<file path="config.mk">
export PLATFORM = sky130hd
export DESIGN_NAME = uart_tx_arbiter
export DESIGN_NICKNAME = d
export VERILOG_FILES = /design/src/rtl/uart_pkg.sv /design/src/rtl/uart_rr_pick.sv /design/src/rtl/uart_tx_arbiter.sv
export SDC_FILE = /design/constraint.sdc
export NUM_CORES = 1
export LEC_CHECK = 0
export ABC_AREA = 1
export BUFFER_PORTS_ARGS = -buffer_cell sky130_fd_sc_hd__buf_4
export CAP_MARGIN = 20
export CORE_UTILIZATION = 35
export CTS_CLUSTER_DIAMETER = 150
export DETAILED_ROUTE_END_ITERATION = 10
export PLACE_DENSITY = 0.69
export SETUP_SLACK_MARGIN = 0.2
export SYNTH_ARGS = -nofsm -noshare
export SYNTH_HDL_FRONTEND = slang
export SYNTH_SLANG_ARGS = --single-unit
export TNS_END_PERCENT = 50
</file>
<file path="constraint.sdc">
create_clock -name clk_i -period 1.55 [get_ports clk_i]
set_input_delay 0.2325 -clock clk_i [delete_from_list [all_inputs] [get_ports clk_i]]
set_output_delay 0.2325 -clock clk_i [all_outputs]
set_load 0.02 [all_outputs]
</file>
<file path="src/rtl/uart_pkg.sv">
// Shared state encoding and frame-timing helpers for the UART transmit arbiter.
package uart_pkg;

  typedef enum logic [1:0] {IDLE, LOAD, START, WAIT} uart_arb_state_t;

  localparam int FRAME_BITS = 10;

  // Clocks spent on one serial frame at the given clock and baud rate.
  function automatic int frame_cycles(input real clock, input real baud);
    return int'(clock / baud) * FRAME_BITS;
  endfunction

endpackage

</file>
<file path="src/rtl/uart_rr_pick.sv">
// Combinational round-robin search: returns the first valid index after ptr, wrapping.
module uart_rr_pick
  import uart_pkg::*;
#(
  parameter int NREQ = 4,
  parameter int PW   = $clog2(NREQ)
) (
  input  logic [NREQ-1:0] valid,
  input  logic [PW-1:0]   ptr,
  output logic            found,
  output logic [PW-1:0]   idx
);

  logic [PW-1:0] cand;

  // Scan from the farthest candidate to the nearest so the nearest one wins.
  always_comb begin
    found = 1'b0;
    idx   = '0;
    cand  = '0;
    for (int i = NREQ; i >= 1; i--) begin
      cand = PW'((int'(ptr) + i) % NREQ);
      if (valid[cand]) begin
        found = 1'b1;
        idx   = cand;
      end
    end
  end

endmodule

</file>
<file path="src/rtl/uart_tx_arbiter.sv">
// Round-robin sharing of one uart_tx among NREQ byte sources, timing each frame locally.
// Define UART_ARB_PACKET_LOCK_EN to hold the grant on one requester until its last byte.
module uart_tx_arbiter
  import uart_pkg::*;
#(
  parameter int  NREQ         = 4,
  parameter int  DW           = 8,
  parameter real CLOCK        = 100e6,
  parameter int  BAUD_RATE    = 20000000,
  parameter int  BAUD_COUNTER = int'(CLOCK / BAUD_RATE),
  parameter int  FRAME_CYCLES = BAUD_COUNTER * FRAME_BITS
) (
  input  logic                    clk_i,
  input  logic                    rst_i,
  input  logic [NREQ-1:0]         req_valid_i,
  input  logic [NREQ*DW-1:0]      req_data_i,
  input  logic [NREQ-1:0]         req_last_i,
  output logic [NREQ-1:0]         req_ready_o,
  output logic [DW-1:0]           tx_data_o,
  output logic                    tx_byte_ready_o,
  output logic                    tx_t_byte_o,
  output logic                    busy_o,
  output logic [$clog2(NREQ)-1:0] grant_id_o
);

  localparam int PW = $clog2(NREQ);
  localparam int CW = (FRAME_CYCLES > 1) ? $clog2(FRAME_CYCLES) : 1;
  localparam logic [CW-1:0] CNT_LOAD = CW'(FRAME_CYCLES - 1);

  uart_arb_state_t state_q, state_d;
  logic [PW-1:0]   ptr_q, ptr_d;
  logic [PW-1:0]   grant_q, grant_d;
  logic [DW-1:0]   data_q, data_d;
  logic [CW-1:0]   cnt_q, cnt_d;
  logic            byte_ready_q, byte_ready_d;
  logic            t_byte_q, t_byte_d;
  logic            busy_q, busy_d;
  logic [NREQ-1:0] req_ready;
  logic [NREQ-1:0] eligible;
  logic            pick_found;
  logic [PW-1:0]   pick_idx;

`ifdef UART_ARB_PACKET_LOCK_EN
  logic lock_q, lock_d;

  // A locked grant narrows arbitration to the owner of the open packet.
  assign eligible = lock_q ? (req_valid_i & (NREQ'(1) << grant_q)) : req_valid_i;
`else
  logic unused_last;

  assign unused_last = ^req_last_i;
  assign eligible    = req_valid_i;
`endif

  uart_rr_pick #(
    .NREQ (NREQ),
    .PW   (PW)
  ) u_pick (
    .valid (eligible),
    .ptr   (ptr_q),
    .found (pick_found),
    .idx   (pick_idx)
  );

  always_comb begin
    state_d   = state_q;
    ptr_d     = ptr_q;
    grant_d   = grant_q;
    data_d    = data_q;
    cnt_d     = cnt_q;
    req_ready = '0;
`ifdef UART_ARB_PACKET_LOCK_EN
    lock_d    = lock_q;
`endif
    unique case (state_q)
      IDLE: begin
        if (pick_found && !rst_i) begin
          req_ready[pick_idx] = 1'b1;
          data_d  = req_data_i[int'(pick_idx)*DW +: DW];
          grant_d = pick_idx;
          ptr_d   = pick_idx;
          state_d = LOAD;
`ifdef UART_ARB_PACKET_LOCK_EN
          lock_d  = !req_last_i[pick_idx];
`endif
        end
      end
      LOAD:  state_d = START;
      START: begin
        state_d = WAIT;
        cnt_d   = CNT_LOAD;
      end
      WAIT: begin
        if (cnt_q == '0) state_d = IDLE;
        else             cnt_d   = cnt_q - CW'(1);
      end
      default: state_d = IDLE;
    endcase
    // Strobes are registered from the next state so they line up with LOAD/START.
    byte_ready_d = (state_d == LOAD) || (state_d == START);
    t_byte_d     = (state_d == START);
    busy_d       = (state_d != IDLE);
  end

  always_ff @(posedge clk_i) begin
    if (rst_i) begin
      state_q      <= IDLE;
      ptr_q        <= PW'(NREQ - 1);
      grant_q      <= '0;
      data_q       <= '0;
      cnt_q        <= '0;
      byte_ready_q <= 1'b0;
      t_byte_q     <= 1'b0;
      busy_q       <= 1'b0;
`ifdef UART_ARB_PACKET_LOCK_EN
      lock_q       <= 1'b0;
`endif
    end else begin
      state_q      <= state_d;
      ptr_q        <= ptr_d;
      grant_q      <= grant_d;
      data_q       <= data_d;
      cnt_q        <= cnt_d;
      byte_ready_q <= byte_ready_d;
      t_byte_q     <= t_byte_d;
      busy_q       <= busy_d;
`ifdef UART_ARB_PACKET_LOCK_EN
      lock_q       <= lock_d;
`endif
    end
  end

  assign req_ready_o     = req_ready;
  assign tx_data_o       = data_q;
  assign tx_byte_ready_o = byte_ready_q;
  assign tx_t_byte_o     = t_byte_q;
  assign busy_o          = busy_q;
  assign grant_id_o      = grant_q;

endmodule

</file>
==> impl_metrics.csv <==
group,metric,value,unit
status,status,"finished, violations left",
status,violations,"setup timing",
timing,worst_slack,-0.385,ns
timing,hold_ws,0.190,ns
hold_path,hold_path_class,"input port to flip-flop",
drt,route.detailed.drc,0,
timing,finClkSkew,0.00573,ns
place,io_buffers,54,
cts,path_clk_slew,0.08,ns
grt,grt_start_max_net_pins,13,
cts,cts_buffers,3,
drt,vias_per_cell,4.63,
cells_and_area,final_common_cell,"buf_4",
power_and_ir_drop,total_power,5.18,mW
floorplanning,die_h,66.0,um
place,dp_hpwl,3020,um
critical_path,cp.required,1.32,ns
critical_path,endpoint_kind,"output pin",
grt,overflow,0,
cells_and_area,antennaDiodeCount,0,
cts,tritoncts,"done",
drt,postRouteAntennaNets,0,
critical_path,worstReg2RegEnd,"tx_data_o[4]$_SDFFE_PP0P_",
hold_path,whs_path_depth,2,
cells_and_area,fin_nets,359,
critical_path,crit_chain,"buf_6 > nand2_2 > nand2_1 > and2_4 > nor2_4 > nand3_4 > nand2_4 > nand2_4 > nor2_4 > buf_6",
timing,post-route-period-util,125,%
timing,tightestPinTransition,0.279,ns
timing,setup_viol,16,
critical_path,cpLargestDelayFamily,"simple AND/OR/NAND/NOR gates",
place,dp.cells,348,
cells_and_area,drive_gt1_share,47.9,%
critical_path,r2r_setup_slack,-0.31,ns
critical_path,cp_max_fo,6,
logic_synthesis,synth_area,1440,um^2
logic_synthesis,synth_compound_gate_area_share,6.97,%
timing,hold_viol_final,0,
critical_path,arrival,1.70,ns
cells_and_area,stdcell_count,361,
place,dpl_worst_slack,-0.210,ns
hold_path,hold_path_end,"cnt_q[1]$_SDFFE_PP0P_",
logic_synthesis,syn_nets,270,
critical_path,critPathBufInv,2,
critical_path,reg2reg_from,"ptr_q[0]$_SDFFE_PP1P_",
run,drv_cap,0,
grt,grt_util_all_layers,18.8,%
grt,grt_pass1_vias,1469,
floorplanning,initial_core_util,37.8,%
floorplanning,num_io_pins,59,
cts,root_buffer,"clkbuf_8",
floorplanning,die_w,66.0,um
logic_synthesis,synthAdderAreaFrac,2.62,%
cells_and_area,final_area,2400,um^2
floorplanning,rows,22,
logic_synthesis,yosys_warnings,0,
grt,antenna_found_initial,0,
timing,rsz0062_at_grt,"true",
logic_synthesis,muxShareOfSynthArea,0,%
cells_and_area,areaGrowthSynthToFinish,67.3,%
logic_synthesis,syn-instance-count,225,
logic_synthesis,ys.flop_type,"dfxtp_1",
hold_path,min_from,"rst_i",
power_and_ir_drop,ir_worst_vdd,1150,uV
critical_path,critical-path-max-stage-delay,0.39,ns
timing,finalSetupTns,-3.80,ns
cts,clock-sinks,23,
logic_synthesis,synth_top_family_by_area,"simple AND/OR/NAND/NOR gates",
critical_path,worstSetupPathType,"flip-flop to output pin",
cells_and_area,final_cell_mix,"buf_4, nand2_1, nand3_1, inv_1, dfxtp_1",
logic_synthesis,synth_edf_count,0,
logic_synthesis,syn_area_per_cell,6.38,um^2
critical_path,rr_worst_depth,14,
cts,clock_path_buffers,2,
logic_synthesis,synth_xor_area_share,0.610,%
grt,grt_first_pass_wirelength,6350,um
cts,clk_latency,0.27,ns
critical_path,cp_slowest_cell,"dfxtp_4",
logic_synthesis,synth-seq-cells,23,
floorplanning,core_area,3800,um^2
drt,firstDrtPassIters,4,
logic_synthesis,synth.yosys.seq_area_share,32.1,%
place,gp_congestion,0.833,
drt,wl,4020,um
cells_and_area,finish.utilization,63.2,%
drt,drt-initial-drc-count,49,
timing,finalMaxSlewViolations,0,
logic_synthesis,synthSimpleGateAreaFrac,45.3,%
drt,wl_per_cell,11.1,um
place,placed_cell_area,2130,um^2
critical_path,startpoint_type,"flip-flop",
logic_synthesis,synth.distinct_cells,29,
timing,slew_headroom,81.4,%
drt,num_vias,1673,
cts,ctsHtreeMaxLevel,1,
logic_synthesis,async_flop_share,0,%
power_and_ir_drop,leakage,1.25,nW
critical_path,startpoint,"ptr_q[0]$_SDFFE_PP1P_",
cts,hold_buffers,0,
floorplanning,die_area,4360,um^2
timing,fmax,517,MHz
timing,finalCriticalPeriod,1.93,ns
power_and_ir_drop,powerDensity,2160,nW/um^2
[metal layers]
metal | global-route usage [%] | vias to the layer above | part of all wire [%]
met2 | 31.9 | 35 | 48
met1 | 23.8 | 737 | 45
met3 | 3.28 | 5 | 5.7
met4 | 6.38 | 0 | 1.3
met5 | 0 | - | 0
li1 | - | 896 | -
[worst max-delay path by stage]
stage,endpoint,slack [ns],cells after the start
finish,req_ready_o[1],-0.38,10
global route,req_ready_o[1],-0.50,11
CTS,req_ready_o[1],-0.39,10
detailed placement,tx_data_o[4]$_SDFFE_PP0P_,-0.21,11
global placement,tx_data_o[4]$_SDFFE_PP0P_,-0.18,11
floorplan,req_ready_o[1],-0.07,11
[registers in the layout (all words and copies together), names as in the netlist]
register / flops
tx_data_o: 8
ptr_q: 2
tx_byte_ready_o: 1
grant_id_o: 2
tx_t_byte_o: 1
busy_o: 1
cnt_q: 6
state_q: 2
[power breakdown]
part	total (mW)	switching, mW	leakage (nW)	internal [mW]
Clock	0.378	0.194	0.0228	0.184
Combinational	3.85	2.08	1.03	1.77
Sequential	0.952	0.146	0.191	0.807
[area by class of cell]
type	count	area, um^2
clock buffers	4	45.0
fillers	346	1400
inverters	32	138
multi-input cells	163	962
flip-flops and latches	23	467
well taps	48	60.1
repair buffers	91	729
[cell usage after synthesis (3+ instances only)]
cell / count / area (um^2)
a21oi_1: 6 / 30.0
buf_2: 3 / 15.0
buf_6: 3 / 33.8
dfxtp_1: 23 / 460
ha_1: 3 / 37.5
inv_1: 29 / 109
nand2_1: 66 / 248
nand2_2: 8 / 50.1
nand3_1: 42 / 210
nor2_1: 17 / 63.8
o211ai_1: 3 / 22.5
[cells by family after synthesis]
family                     after synthesis
AOI/OAI and AO/OA                       16
and+or+nand+nor                        143
buffers and inverters                   39
xor gates and xnor gates                 1
DFF                                     23
adders and majority gates                3
[what timing repair did]
item / 4_1_cts / 5_1_grt
resized for setup: 26 / 27
pin swaps: 17 / 15
setup buffers: 6 / 3
setup endpoints to repair: 23 / 26
Power figures use the tool's default switching activity.
